**src/rtl/updown_dir_ctrl.sv**
```systemverilog
// Direction/enable controller for the mod-N up/down counter: syncs and debounces btn_dir/btn_hold.
// Optional feature macro AUTO_REVERSE_EN: direction bounces at count_in limits 0 and N-1.
module updown_dir_ctrl #(
   parameter int DEBOUNCE_CYCLES = 4,
   parameter int N               = 10,
   parameter int CNT_W           = 4,
   parameter bit INIT_DIR        = 1'b1
) (
   input  logic             clk,
   input  logic             reset,
   input  logic             btn_dir,
   input  logic             btn_hold,
   input  logic [CNT_W-1:0] count_in,
   output logic             upordown,
   output logic             enable,
   output logic             dir_changed
);

   localparam int DB_W = $clog2(DEBOUNCE_CYCLES) + 1;
   localparam int DIR  = 0;
   localparam int HOLD = 1;

   typedef enum logic {REL, PRS} dir_state_t;

   logic [1:0]      sync1;
   logic [1:0]      sync2;
   logic [1:0]      stable;
   logic [DB_W-1:0] db_cnt [2];
   dir_state_t      state;
   dir_state_t      state_next;
   logic            press;
   logic            upordown_next;
   logic            dir_changed_next;

   // NOTE: sequential state uses <= so every flop samples pre-edge values, whatever the block order.
   always_ff @(posedge clk or negedge reset) begin
      if (!reset) begin
         sync1 <= '0;
         sync2 <= '0;
      end else begin
         sync1 <= {btn_hold, btn_dir};
         sync2 <= sync1;
      end
   end

   // NOTE: the small counter array is reset element by element; it is control state, not storage.
   always_ff @(posedge clk or negedge reset) begin
      if (!reset) begin
         stable    <= '0;
         db_cnt[0] <= '0;
         db_cnt[1] <= '0;
      end else begin
         for (int i = 0; i < 2; i++) begin
            if (sync2[i] == stable[i]) begin
               db_cnt[i] <= '0;
            end else if (db_cnt[i] == DB_W'(DEBOUNCE_CYCLES - 1)) begin
               stable[i] <= sync2[i];
               db_cnt[i] <= '0;
            end else begin
               db_cnt[i] <= db_cnt[i] + 1'b1;
            end
         end
      end
   end

   // NOTE: defaults first in every always_comb so no path leaves a variable unassigned (no latches).
   always_comb begin
      state_next = state;
      press      = 1'b0;
      case (state)
         REL: if (stable[DIR]) begin
            state_next = PRS;
            press      = 1'b1;
         end
         PRS: if (!stable[DIR]) state_next = REL;
         default: state_next = REL;
      endcase
   end

`ifdef AUTO_REVERSE_EN
   // Auto-reverse is evaluated after the button so it overrides a coincident toggle.
   always_comb begin
      upordown_next = press ? ~upordown : upordown;
      if (enable) begin
         if (upordown && count_in == CNT_W'(N - 1)) upordown_next = 1'b0;
         else if (!upordown && count_in == '0)      upordown_next = 1'b1;
      end
      dir_changed_next = (upordown_next != upordown);
   end
`else
   logic unused_count_in;
   assign unused_count_in = ^count_in;

   always_comb begin
      upordown_next    = press ? ~upordown : upordown;
      dir_changed_next = press;
   end
`endif

   always_ff @(posedge clk or negedge reset) begin
      if (!reset) begin
         state       <= REL;
         upordown    <= INIT_DIR;
         enable      <= 1'b1;
         dir_changed <= 1'b0;
      end else begin
         state       <= state_next;
         upordown    <= upordown_next;
         enable      <= ~stable[HOLD];
         dir_changed <= dir_changed_next;
      end
   end

endmodule
```
**config.mk**
```make
export PLATFORM = sky130hd
export DESIGN_NAME = updown_dir_ctrl
export DESIGN_NICKNAME = d
export VERILOG_FILES = /design/src/rtl/updown_dir_ctrl.sv
export SDC_FILE = /design/constraint.sdc
export NUM_CORES = 1
export LEC_CHECK = 0
export CAP_MARGIN = 20
export CORE_MARGIN = 5
export CORE_UTILIZATION = 42
export DETAILED_ROUTE_END_ITERATION = 16
export PLACE_DENSITY = 0.7
export SLEW_MARGIN = 40
export SYNTH_ARGS = -nofsm -noshare
export SYNTH_HDL_FRONTEND = slang
export SYNTH_SLANG_ARGS = --single-unit
```
**constraint.sdc**
```tcl
create_clock -name clk -period 1 [get_ports clk]
set_input_delay 0.2 -clock clk [delete_from_list [all_inputs] [get_ports clk]]
set_output_delay 0.2 -clock clk [all_outputs]
set_load 0.05 [all_outputs]
```
; Yosys cells after proc, flatten, opt, wreduce, memory -nomap -nowiden
; Cells that the tools add are included.
[word_totals]
word_cells = 28
output_inout_bits = 3
input_bits = 8
regBits = 16
[op_classes]
mux = 6
bitwise_logic = 4
n_eq_ne = 4
add_sub_neg = 2
n_reduce_logical = 2
[op_table]
columns = cell, n
row1 = two-way mux 3 bit, 4
row2 = "adder 3 x 1 -> 3 bit, second input constant", 2
row3 = "== test 3 x 2 -> 1 bit, second input constant", 2
row4 = NOT 1 bit, 4
row5 = AND reduction 2 bit, 2
row6 = == test 1 bit, 2
row7 = two-way mux 1 bit, 2

; Logic depth before layout (Yosys ltp)
[logic_depth]
depth_word = 3
ltp_mapped = 3
depth_no_buf = 3

; Worst setup path before layout
; OpenSTA, ideal clock, no wires.
[synth_timing]
path_kind = register to register
start = register db_cnt[3] (netlist name)
end = register stable[0]
path_stages_with_launch = 4
t_arrival_ns = 0.965
period_less_slack_ns = 1.090
required_time_ns = 0.875
path_buffers = 0
setup_time_ns = 0.125
setup_slack_ns = -0.090
cell_sequence = dfrtp_1 -> ha_1 -> nor2b_4 -> mux2_2
[synth_via]
elab_chain_cells = 2
[synth_lines]
columns = item, line
row1 = from (decl), 28  ; logic [DB_W-1:0] db_cnt [2];
row2 = "from (signal, indexed assignment)", 60  ; db_cnt[i] <= db_cnt[i] + 1'b1;
row3 = == test 3 x 2 -> 1 bit, 56  ; end else if (db_cnt[i] == DB_W'(DEBOUNCE_CYCLES - 1)) begin
row4 = AND reduction 2 bit (no line), --
row5 = "to (signal, indexed assignment)", 57  ; stable[i] <= sync2[i];
row6 = to (decl), 27  ; logic [1:0] stable;
; Every way passes these cells.
; A chain may end at the register's enable or synchronous reset.

; Worst setup path after layout
[layout_timing]
start = register upordown
end = output port upordown
[layout_lines]
columns = item, line
row1 = from (decl), 14  ; output logic upordown,
row2 = from (signal assigned), 108  ; upordown <= upordown_next;
; No word-level cell between the ends.

==> qor.csv <==
stage,metric,value,unit
status,failing checks,setup timing,
clocking,clk root buf,clkbuf_4,
floorplan,Die Wd,46.5,microns
detailed_routing,vias,326,
global_routing,initial antenna violation count,0,
worst_setup_path,CP max FO,2,
worst_setup_path,critical path depth in cells,1,
yosys,Synth Register Bits,16,
sta,Tightest Pin Transition,321,ps
pwr,maximum vdd drop,1.52,mV
worst_setup_path,Top delay family on crit path,flip-flops,
global_routing,largest net degree at the start of global routing,10,
sta,endpoints failing setup,7,
worst_setup_path,Worst Setup End Kind,primary output,
pwr,Leakage,0.000395,uW
worst_setup_path,CP arrival,990,ps
sta,slew margin rel.,0.785,
global_routing,GRT overflow,0,
cells_and_area,"commonest non-fill, non-tap cells in the layout","dfrtp_1 (14), buf_4 (8)",
worst_setup_path,CP startpoint kind,flop,
clocking,CTS Buffer Depth,2,
worst_setup_path,Crit path required time,800,ps
yosys,Post-Syn Nets,43,
yosys,cell area after synthesis,561,sq um
floorplan,Die Height,46.5,microns
yosys,syn_area_per_cell,17.0,sq um
sta,Final Max Tran Viols,0,
worst_setup_path,CP Class,reg2out,
floorplan,row cnt,13,
cells_and_area,antenna fix cells,0,
worst_setup_path,Crit path largest cell delay,560,ps
yosys,Synth cell types,13,
pwr,Tot Pwr,2590,uW
cells_and_area,area of the multi-input gates,208,sq um
detailed_routing,drt first pass iters,2,
sta,Final WS setup,-187,ps
worst_setup_path,CP cell instances,buf_12,
floorplan,Die ar.,2170,sq um
floorplan,core area,1280,sq um
sta,fin crit period,1190,ps
sta,final hold vios,0,
cells_and_area,Final nets,64,
sta,Final Cycle Share,1.19,
detailed_routing,Detailed Route WL,981,microns
global_routing,total track usage,0.122,
hold_path,hold crit path type,in2async,
detailed_routing,via/cell ratio,4.79,
cells_and_area,filler instances,88,
floorplan,Top Ports,11,
cells_and_area,"most common cell after layout, fill and taps aside",dfrtp_1,
cells_and_area,share of cells above drive strength 1,0.623,
worst_setup_path,WP buf/inv,1,
clocking,clock sink total,16,
placed_design,hpwl dp,653,microns
job,max-cap violation count,0,
clocking,htree depth,1,
yosys,Yosys warning total,0,
placed_design,DP Worst Slack,-118,ps
worst_setup_path,Reg2Reg Depth,3,
yosys,register area share after synthesis,0.719,
detailed_routing,post-DR wirelength/cell,14.4,microns
detailed_routing,initial DRC count,7,
clocking,Skew-Pair Late Insertion Delay,290,ps
clocking,clk slew on worst S/H paths,90,ps
placed_design,routability cong.,0.745,
sta,f_max,843,MHz
clocking,TritonCTS clock tree,done,
clocking,CTS buffer count,3,
floorplan,Initial Util,0.436,
global_routing,global-route wire length before repair,1700,microns
global_routing,via count of the first global-routing pass,386,
worst_setup_path,crit path max-delay cell type,dfstp_2,
detailed_routing,Post-DRT Antenna Nets,0,
cells_and_area,Sequential Area,403,sq um
pwr,power per cell area,3070,nW/um^2
yosys,Synth Instances,33,
detailed_routing,Residual DRC,0,
status,status,finished with violations,
sta,clock skew,3.86,ps
cells_and_area,Layout area overhead,50.2,%
sta,RSZ-0062 raised after global routing,yes,
placed_design,I/O Buffers,6,
## final cells by class
cell class | count | area share
sequential | 16 | 0.478
clock buffer | 4 | 0.0431
timing repair buffer | 16 | 0.205
multi-input combinational | 16 | 0.247
inverter | 1 | 0.00446
tap | 15 | 0.0223
## final timing paths
path                                to  startpoint  slack [ps]
max                           upordown    upordown        -190
min in group clk              sync1[0]     btn_dir         340
max in group asynchronous     sync2[0]       reset         530
min reg2reg                   sync2[1]    sync1[1]         370
min                        dir_changed       reset         110
max reg2reg                  stable[1]   db_cnt[0]        -150
## what timing repair did
item                       CTS  global route
resized for setup            3             6
setup buffers                4             3
hold endpoints to repair     0             0
hold buffers                 0             0
pin swaps                    3             3
setup endpoints to repair    7            10
## flip-flops by register name (all words and copies together), names as in the netlist
name,count
db_cnt,6
stable,2
sync1,2
sync2,2
dir_changed,1
enable,1
state,1
upordown,1
## kinds of logic after synthesis
logic type / synth area share
mux: 0.0402
buf+inv: 0.00669
flops: 0.719
xor+xnor: 0.0469
fa+ha+maj: 0.0446
simple gates: 0.143
## metrics by stage
stage                util  cells  hold slack [ps]  setup TNS (ps)  cell area (sq um)
floorplan               -     33            -95.6            -127                573
global placement    0.554     58              335            -125                712
detailed placement  0.554     58              344            -259                712
CTS                 0.616     66              111            -808                792
global route        0.655     68              105           -1010                842
finish              0.655     68              112            -761                842
## power breakdown
part | leakage [uW] | switching [uW] | internal (uW) | total (uW)
clock | 0.0000210 | 197 | 222 | 419
combinational | 0.000178 | 484 | 654 | 1140
sequential | 0.000196 | 159 | 874 | 1030
total | 0.000395 | 840 | 1750 | 2590
## cells in the mapped netlist, drive strengths merged
library cell	count	area (sq um)
dfrtp	14	350
nor2b	3	33.8
nor3b	3	27.5
dfstp	2	52.6
ha	2	25.0
mux2	2	22.5
nor3	2	10.0
xnor2	2	17.5
and2b	1	8.76
inv	1	3.75
xor2	1	8.76
## metal layers
metal,track usage,vias up,part of all wire
li1,-,149,-
met1,0.132,164,0.41
met2,0.190,11,0.51
met3,0.0391,2,0.067
met4,0.102,0,0.0041
met5,0,-,0
(Power assumes the default switching activity.)
